File: src/rtl/rr_arbiter8_pkg.sv
// Shared definitions for the 8-way round-robin arbiter: FSM encoding and sizes.
package rr_arbiter8_pkg;

    localparam int NREQ   = 8;
    localparam int SEL_W  = 3;
    localparam int HOLD_W = 8;

    typedef enum logic {
        IDLE = 1'b0,
        BUSY = 1'b1
    } state_e;

endpackage

File: src/rtl/rr_arbiter8_pick.sv
// Rotating-priority encoder: first set request bit at or after ptr, wrapping 7 -> 0.
module rr_pick
    import rr_arbiter8_pkg::*;
(
    input  logic [NREQ-1:0]  req,
    input  logic [SEL_W-1:0] ptr,
    output logic             found,
    output logic [SEL_W-1:0] idx
);

    logic [SEL_W-1:0] k;

    always_comb begin
        found = 1'b0;
        idx   = '0;
        k     = '0;
        for (int i = 0; i < NREQ; i++) begin
            // Index arithmetic is SEL_W wide, so ptr + i wraps naturally.
            k = ptr + SEL_W'(i);
            if (!found && req[k]) begin
                found = 1'b1;
                idx   = k;
            end
        end
    end

endmodule

File: src/rtl/rr_arbiter8.sv
// Round-robin arbiter with bounded hold time, a mandatory idle bubble between
// grants, and a combinational data path that forwards the granted requester's din bit.
module rr_arbiter8
    import rr_arbiter8_pkg::*;
#(
    parameter int unsigned HOLD_MAX = 8
) (
    input  logic             clk,
    input  logic             rst_n,
    input  logic [NREQ-1:0]  req,
    input  logic [NREQ-1:0]  din,
    output logic [NREQ-1:0]  gnt,
    output logic [SEL_W-1:0] sel,
    output logic             busy,
    output logic             y,
    output state_e           dbg_state
);

    localparam logic [HOLD_W-1:0] HOLD_LIM = HOLD_W'(HOLD_MAX);

    state_e             state_q, state_d;
    logic [NREQ-1:0]    gnt_q, gnt_d;
    logic [SEL_W-1:0]   sel_q, sel_d;
    logic [SEL_W-1:0]   ptr_q, ptr_d;
    logic [HOLD_W-1:0]  hold_cnt_q, hold_cnt_d;
    logic               busy_q, busy_d;

    logic               pick_found;
    logic [SEL_W-1:0]   pick_idx;

    rr_pick u_pick (
        .req   (req),
        .ptr   (ptr_q),
        .found (pick_found),
        .idx   (pick_idx)
    );

    always_comb begin
        state_d    = state_q;
        gnt_d      = gnt_q;
        sel_d      = sel_q;
        ptr_d      = ptr_q;
        hold_cnt_d = hold_cnt_q;
        case (state_q)
            IDLE: begin
                gnt_d = '0;
                if (pick_found) begin
                    state_d    = BUSY;
                    gnt_d      = NREQ'(1) << pick_idx;
                    sel_d      = pick_idx;
                    hold_cnt_d = HOLD_W'(1);
                end
            end
            BUSY: begin
                // Dropped request and exhausted hold share one release path.
                if (!req[sel_q] || hold_cnt_q == HOLD_LIM) begin
                    state_d = IDLE;
                    gnt_d   = '0;
                    ptr_d   = sel_q + SEL_W'(1);
                end else begin
                    hold_cnt_d = hold_cnt_q + HOLD_W'(1);
                end
            end
            default: begin
                state_d = IDLE;
                gnt_d   = '0;
            end
        endcase
        busy_d = (state_d == BUSY);
    end

    always_ff @(posedge clk or negedge rst_n) begin
        if (!rst_n) begin
            state_q    <= IDLE;
            gnt_q      <= '0;
            sel_q      <= '0;
            ptr_q      <= '0;
            hold_cnt_q <= '0;
            busy_q     <= 1'b0;
        end else begin
            state_q    <= state_d;
            gnt_q      <= gnt_d;
            sel_q      <= sel_d;
            ptr_q      <= ptr_d;
            hold_cnt_q <= hold_cnt_d;
            busy_q     <= busy_d;
        end
    end

    assign gnt       = gnt_q;
    assign sel       = sel_q;
    assign busy      = busy_q;
    assign dbg_state = state_q;
    assign y         = busy_q ? din[sel_q] : 1'b0;

endmodule

File: config.mk
export PLATFORM = sky130hd
export DESIGN_NAME = rr_arbiter8
export DESIGN_NICKNAME = d
export VERILOG_FILES = /design/src/rtl/rr_arbiter8_pkg.sv /design/src/rtl/rr_arbiter8_pick.sv /design/src/rtl/rr_arbiter8.sv
export SDC_FILE = /design/constraint.sdc
export NUM_CORES = 1
export LEC_CHECK = 0
export BUFFER_PORTS_ARGS = -buffer_cell sky130_fd_sc_hd__buf_2
export CORE_AREA = 2 2 76 78
export CTS_CLUSTER_DIAMETER = 150
export DETAILED_ROUTE_END_ITERATION = 12
export DIE_AREA = 0 0 78 80
export PLACE_DENSITY_LB_ADDON = 0.2
export SLEW_MARGIN = 25
export SYNTH_ARGS = -nofsm -noshare
export SYNTH_HDL_FRONTEND = slang
export SYNTH_HIERARCHICAL = 1
export SYNTH_SLANG_ARGS = --single-unit
File: constraint.sdc
create_clock -name clk -period 6.9 [get_ports clk]
set_clock_uncertainty 0.2 [all_clocks]
set_input_delay 1.38 -clock clk [delete_from_list [all_inputs] [get_ports clk]]
set_output_delay 1.38 -clock clk [all_outputs]
set_load 0.005 [all_outputs]
-- Word-level counts from Yosys, hierarchy flattened
Index checks and enable logic that the tools add are counted.
- $add $sub $neg: 9
- magnitude comparators: 9
- equal/unequal tests: 4
- shifts and indexed selects: 1
- mux-type cells: 46
- bitwise operators: 1
- reduce and logical (&&, ||, !) cells: 19
- operator list (cell ; number):
    3-bit by 4-bit less-than comparator with 1-bit output, second input constant ; 9
    8-bit two-way mux ; 4
    8-bit case mux with 2 select lines ; 2
    1-bit binary-select mux with 3-bit select ; 10
    3-bit two-way mux ; 8
    1-bit two-way mux ; 21
    3-bit adder, second input constant ; 4
    8-bit by 1-bit adder with 8-bit output, second input constant ; 1
    8-bit by 4-bit == test with 1-bit output, second input constant ; 1
    1-bit logical NOT ; 8
    1-bit by 3-bit << shifter with 8-bit output, first input constant ; 1
    1-bit logical AND ; 7
    3-bit by 1-bit adder with 3-bit output, second input constant ; 2
    3-bit by 2-bit adder with 3-bit output, second input constant ; 2
    2-bit AND reduction ; 3
    2-bit != test, second input constant ; 2
    2-bit by 1-bit != test with 1-bit output, second input constant ; 1
    1-bit case mux with 2 select lines ; 1
    1-bit logical OR ; 1
    1-bit NOT ; 1
- register bits: 23
- input port bits: 18
- output and inout bits: 14
- word-level logic and storage cells: 94

-- Depth between registers and ports, before layout
- depth in word-level cells: 27
- mapped depth: 15
- gate-level depth less buffers: 11

-- Cells and area by module
Netlist, hierarchy kept.
- by module, submodules not included (module ; instances ; cells each ; area each (sq um) ; sequential area each (sq um)):
    rr_arbiter8 ; 1 ; 119 ; 1292.5 ; 575.6
    rr_pick ; 1 ; 121 ; 1081.0 ; 0.0

-- Worst setup path before layout
No wires, ideal clock.
- path kind: in2reg
- start: in req[6]
- end: reg gnt_q[1] (netlist: gnt[1])
- setup time: 0.122 ns
- arrival time: 3.431 ns
- data required time: 6.578 ns
- path slack: 3.147 ns
- stages: 7
- path buffers: 0
- path through: mux4_2 -> mux2_4 -> or2_1 -> o311a_1 -> a31oi_1 -> inv_1 -> a32o_1
- longest elaborated chain between the ends: 27
- elaborated cells on any way between the ends: 54
- classes of those cells: eq/ne (1); shift (1); mux (36); reduce/logical (16)
- RTL lines (element ; line ; text):
    from (decl) ; rr_arbiter8.sv:10 ; input logic [NREQ-1:0] req,
    1-bit binary-select mux with 3-bit select ; rr_arbiter8_pick.sv:20 ; if (!found && req[k]) begin
    1-bit two-way mux (implied by the code) ; rr_arbiter8_pick.sv:20 ;
    1-bit two-way mux ; rr_arbiter8_pick.sv:20 ;
    1-bit logical NOT ; rr_arbiter8_pick.sv:20 ;
    1-bit logical AND ; rr_arbiter8_pick.sv:20 ;
    1-bit two-way mux ; rr_arbiter8_pick.sv:20 ;
    1-bit logical NOT ; rr_arbiter8_pick.sv:20 ;
    1-bit logical AND ; rr_arbiter8_pick.sv:20 ;
    [12 not listed] ; n/a ;
    1-bit two-way mux ; rr_arbiter8_pick.sv:20 ;
    1-bit logical NOT ; rr_arbiter8_pick.sv:20 ;
    1-bit logical AND ; rr_arbiter8_pick.sv:20 ;
    3-bit two-way mux (*) ; rr_arbiter8_pick.sv:20 ;
    named net pick_idx[1] ; rr_arbiter8.sv:29 ; logic [SEL_W-1:0] pick_idx;
    1-bit by 3-bit << shifter with 8-bit output (*) ; rr_arbiter8.sv:49 ; gnt_d = NREQ'(1) << pick_idx;
    8-bit two-way mux (*) ; rr_arbiter8.sv:47 ; if (pick_found) begin
    8-bit case mux with 2 select lines (*) ; rr_arbiter8.sv:44 ; case (state_q)
    to (signal assigned) ; rr_arbiter8.sv:82 ; gnt_q <= gnt_d;
    to (decl) ; rr_arbiter8.sv:22 ; logic [NREQ-1:0] gnt_q, gnt_d;
Mark *: on every way through the listed nets, which the timed path passes. The rest lies on a longest branch. The select of a mux whose other input is x is not followed.
A chain may end at the register's enable or synchronous reset.

-- Worst setup path in the final report
- start: reg ptr_q[1]
- end: reg gnt_q[6] (netlist: gnt[6])
- longest elaborated chain between the ends: 27
- elaborated cells on any way between the ends: 56
- classes of those cells: add/sub (7); shift (1); mux (34); reduce/logical (14)
- RTL lines (element ; line ; text):
    from (decl) ; rr_arbiter8.sv:24 ; logic [SEL_W-1:0] ptr_q, ptr_d;
    from (signal assigned) ; rr_arbiter8.sv:84 ; ptr_q <= ptr_d;
    branches (longest 23 deep; another with 3-bit by 1-bit adder with 3-bit output) ; n/a ;
    3-bit two-way mux (*) ; rr_arbiter8_pick.sv:20 ;
    named net pick_idx[0] ; rr_arbiter8.sv:29 ;
    1-bit by 3-bit << shifter with 8-bit output (*) ; rr_arbiter8.sv:49 ;
    8-bit two-way mux (*) ; rr_arbiter8.sv:47 ;
    8-bit case mux with 2 select lines (*) ; rr_arbiter8.sv:44 ;
Mark *: on every way through the listed nets, which the timed path passes. The select of a mux whose other input is x is not followed.

==> results.md <==
- Most used cell, CP: inv_1
- Final core utilization: 0.474
- Die height: 80 um
- Synth Warn #: 6
- CTS Buffer Depth: 2
- Period minus WS final: 4660 ps
- Drt drc: 0
- Initial Util: 0.439
- Arrival time worst endpoint: 4620 ps
- Total power per unit cell area: 524 nW/um^2
- Final max-slew violation count: 0
- Die span in x: 78 um
- Synth Instances: 240
- Critical path type: flop to flop
- Crit-path max FO: 18
- Number of synthesized flops with an enable pin: 0
- RSZ-0062 raised after global routing: false
- Hold-fix buffers, CTS: 0
- All-Layer GR Usage: 0.191
- Number of global-route vias before repair: 1963
- Routed Antenna Nets: 0
- Clk slew on worst S/H paths: 80 ps
- Global-route wire length before repair: 9.69 mm
- CTS buffer count: 3
- # port buffers: 31
- Multi-input gate area: 1640 um^2
- Most common cell after layout, fill and taps aside: buf_2
- Hold Path Class: flop to flop
- Pre-antenna DRT Iters: 4
- Total number of vias: 2026
- Synth Flop Type: dfrtp_1
- Postcts setup bufs: 0
- Floorplan core area: 5410 um^2
- H-Tree Depth: 1
- DRT Wirelength: 5.56 mm
- Syn_nets: 263
- HP Start: gnt[5]$_DFFE_PN0P_
- Fill cells: 517
- Clk sinks: 23
- Hold Slack: 293 ps
- Final Net Count: 285
- Cell taking the most area after synthesis: dfrtp_1
- Async set or reset register ratio after synthesis: 1.00
- P_leak: 0.00114 uW
- Most frequent cells in the layout: buf_2 (31), nand2_1 (28), dfrtp_1 (23)
- Boundary Pins: 32
- Clock root buffer: clkbuf_8
- Total gr overflow: 0
- Syn Area/Cell: 9.89 um^2
- Critical path origin: ptr_q[1]$_DFFE_PN0P_
- Measured slew at the worst slew-check pin: 822 ps
- Register area: 576 um^2
- Max-Cap Viols: 0
- Top post-synthesis cells by area: dfrtp_1 (24%), mux4_2 (11%), mux2i_1 (6.3%)
- Initial drt markers: 119
- R2R Path Start: ptr_q[1]$_DFFE_PN0P_
- Slew HR: 0.452
- Critical-path cell list: inv_1, ha_1, mux4_2, a21oi_1, o311a_1, o21ai_2, o311ai_1, nand2_1, o21ai_1, inv_1, a32o_1
- Resized cells post-CTS: 0
- Crit share post-route: 0.676
- Final hold vios: 0
- Hold path cells: 1
- Power Total: 1340 uW
- Final setup viols: 0
- Fmax: 0.214 GHz
- Worst-Skew Late Latency: 260 ps
- Delay-heaviest family, CP: compound AO/OA/AOI/OAI gates
- RePlAce Congestion: 0.836
- Drt wl/cell: 16.7 um
- Share of cells above drive strength 1: 0.257
- Max incr delay on CP: 810 ps
- DIE AREA: 6240 um^2
- Fin Setup TNS: 0 ps
- CP Launch Type: flop
- Largest net degree at the start of global routing: 24
- Synth top area share: 0.242
- Synthesized area: 2370 um^2
- Initial antenna violation count: 0
- Worst EP required: 6860 ps
- HPWL Detailed: 3.99 mm
- Row count: 27
- CP bufs+invs: 2
- Antenna diodes: 0
- Worst R2R Path Depth: 11
- Routed vias/inst: 6.08
- Status: finished clean
- Flops & latches, synth: 23
- CP Depth: 11
- Area grow syn2layout: 7.96%
- CTS tree: yes
- Worst Setup End Kind: flop
- Critical Path Slowest Stage Cell: dfrtp_1
- Max rail drop VDD: 0.000219 V
- Seq/Total Area, Yosys: 0.242
- Count of cell types in the netlist: 60
==> final cells by class <==
cell class / instances / area share
Inverter: 14 / 0.0205
Tap cell: 72 / 0.0352
Clock buffer: 3 / 0.0161
Clock inverter: 1 / 0.00195
Timing Repair Buffer: 31 / 0.0605
Multi-Input combinational cell: 189 / 0.641
Sequential cell: 23 / 0.225
==> worst reg2reg max path, delay by kind of cell (launching register included) <==
family | cells | cell delay (ps)
AOI/OAI and AO/OA | 6 | 1610
adders and majority gates | 1 | 750
buffers and inverters | 2 | 440
DFF | 1 | 810
muxes | 1 | 640
and+or+nand+nor | 1 | 90
==> Yosys cell counts (2+ instances only) <==
library cell / count
mux4_2: 12
xnor2_1: 2
nor4_1: 2
nand3_1: 5
nor2b_1: 5
xor2_1: 3
inv_1: 13
ha_1: 5
buf_2: 7
a2111oi_0: 2
dfrtp_1: 23
nor3_1: 4
mux4_1: 5
o21ai_0: 11
nand2_1: 28
buf_6: 3
a22oi_1: 3
a31oi_1: 2
mux2_4: 3
a32o_1: 6
a22o_1: 2
buf_4: 2
o211ai_1: 3
and3_1: 5
o311a_1: 2
mux2i_1: 15
nor2_1: 19
a21oi_1: 9
mux2_2: 5
a21o_1: 3
or4_1: 2
==> per-stage QoR <==
stage | instances | worst slack (ps) | area [um^2]
4_1_cts | 333 | 2280 | 2560
6_report | 333 | 2240 | 2560
3_5_place_dp | 329 | 2310 | 2520
3_3_place_gp | 329 | 2440 | 2520
2_1_floorplan | 240 | 3150 | 2370
5_1_grt | 333 | 1870 | 2560
==> state kept, by name, indices dropped and copies added (netlist names) <==
| signal | flops |
|---|---|
| busy | 1 |
| ptr_q | 3 |
| gnt | 8 |
| hold_cnt_q | 8 |
| sel | 3 |
==> worst paths after layout <==
kind                            slack, ps                    to
worst max-delay path                 2240    gnt[6]$_DFFE_PN0P_
worst min-delay path                  290    gnt[5]$_DFFE_PN0P_
worst max register to register       2240    gnt[6]$_DFFE_PN0P_
worst min register to register        290    gnt[5]$_DFFE_PN0P_
max in group asynchronous            5250  ptr_q[0]$_DFFE_PN0P_
min in group asynchronous             890    gnt[4]$_DFFE_PN0P_
==> report_power, final <==
part | leakage [uW] | switching, uW | internal, uW
Sequential | 0.000299 | 116 | 178
Combinational | 0.000820 | 518 | 445
Clock | 0.0000255 | 44.6 | 40.3
Total | 0.00114 | 679 | 663
==> layer usage <==
| layer | vias up | routed length, um | global-route usage |
|---|---|---|---|
| li1 | 964 | - | - |
| met1 | 1010 | 2790 | 0.283 |
| met2 | 44 | 2520 | 0.303 |
| met3 | 8 | 193 | 0.0238 |
| met4 | 0 | 56 | 0.0386 |
| met5 | - | 0 | 0 |
==> kinds of logic after synthesis <==
kind of cell / after synthesis / share of synthesized area
and+or+nand+nor: 80 / 0.170
AOI/OAI and AO/OA: 58 / 0.192
xor gates and xnor gates: 5 / 0.0185
muxes: 41 / 0.285
buffers and inverters: 28 / 0.0654
DFF: 23 / 0.242
adders and majority gates: 5 / 0.0264
No activity file was read; power rests on OpenSTA's default activity.
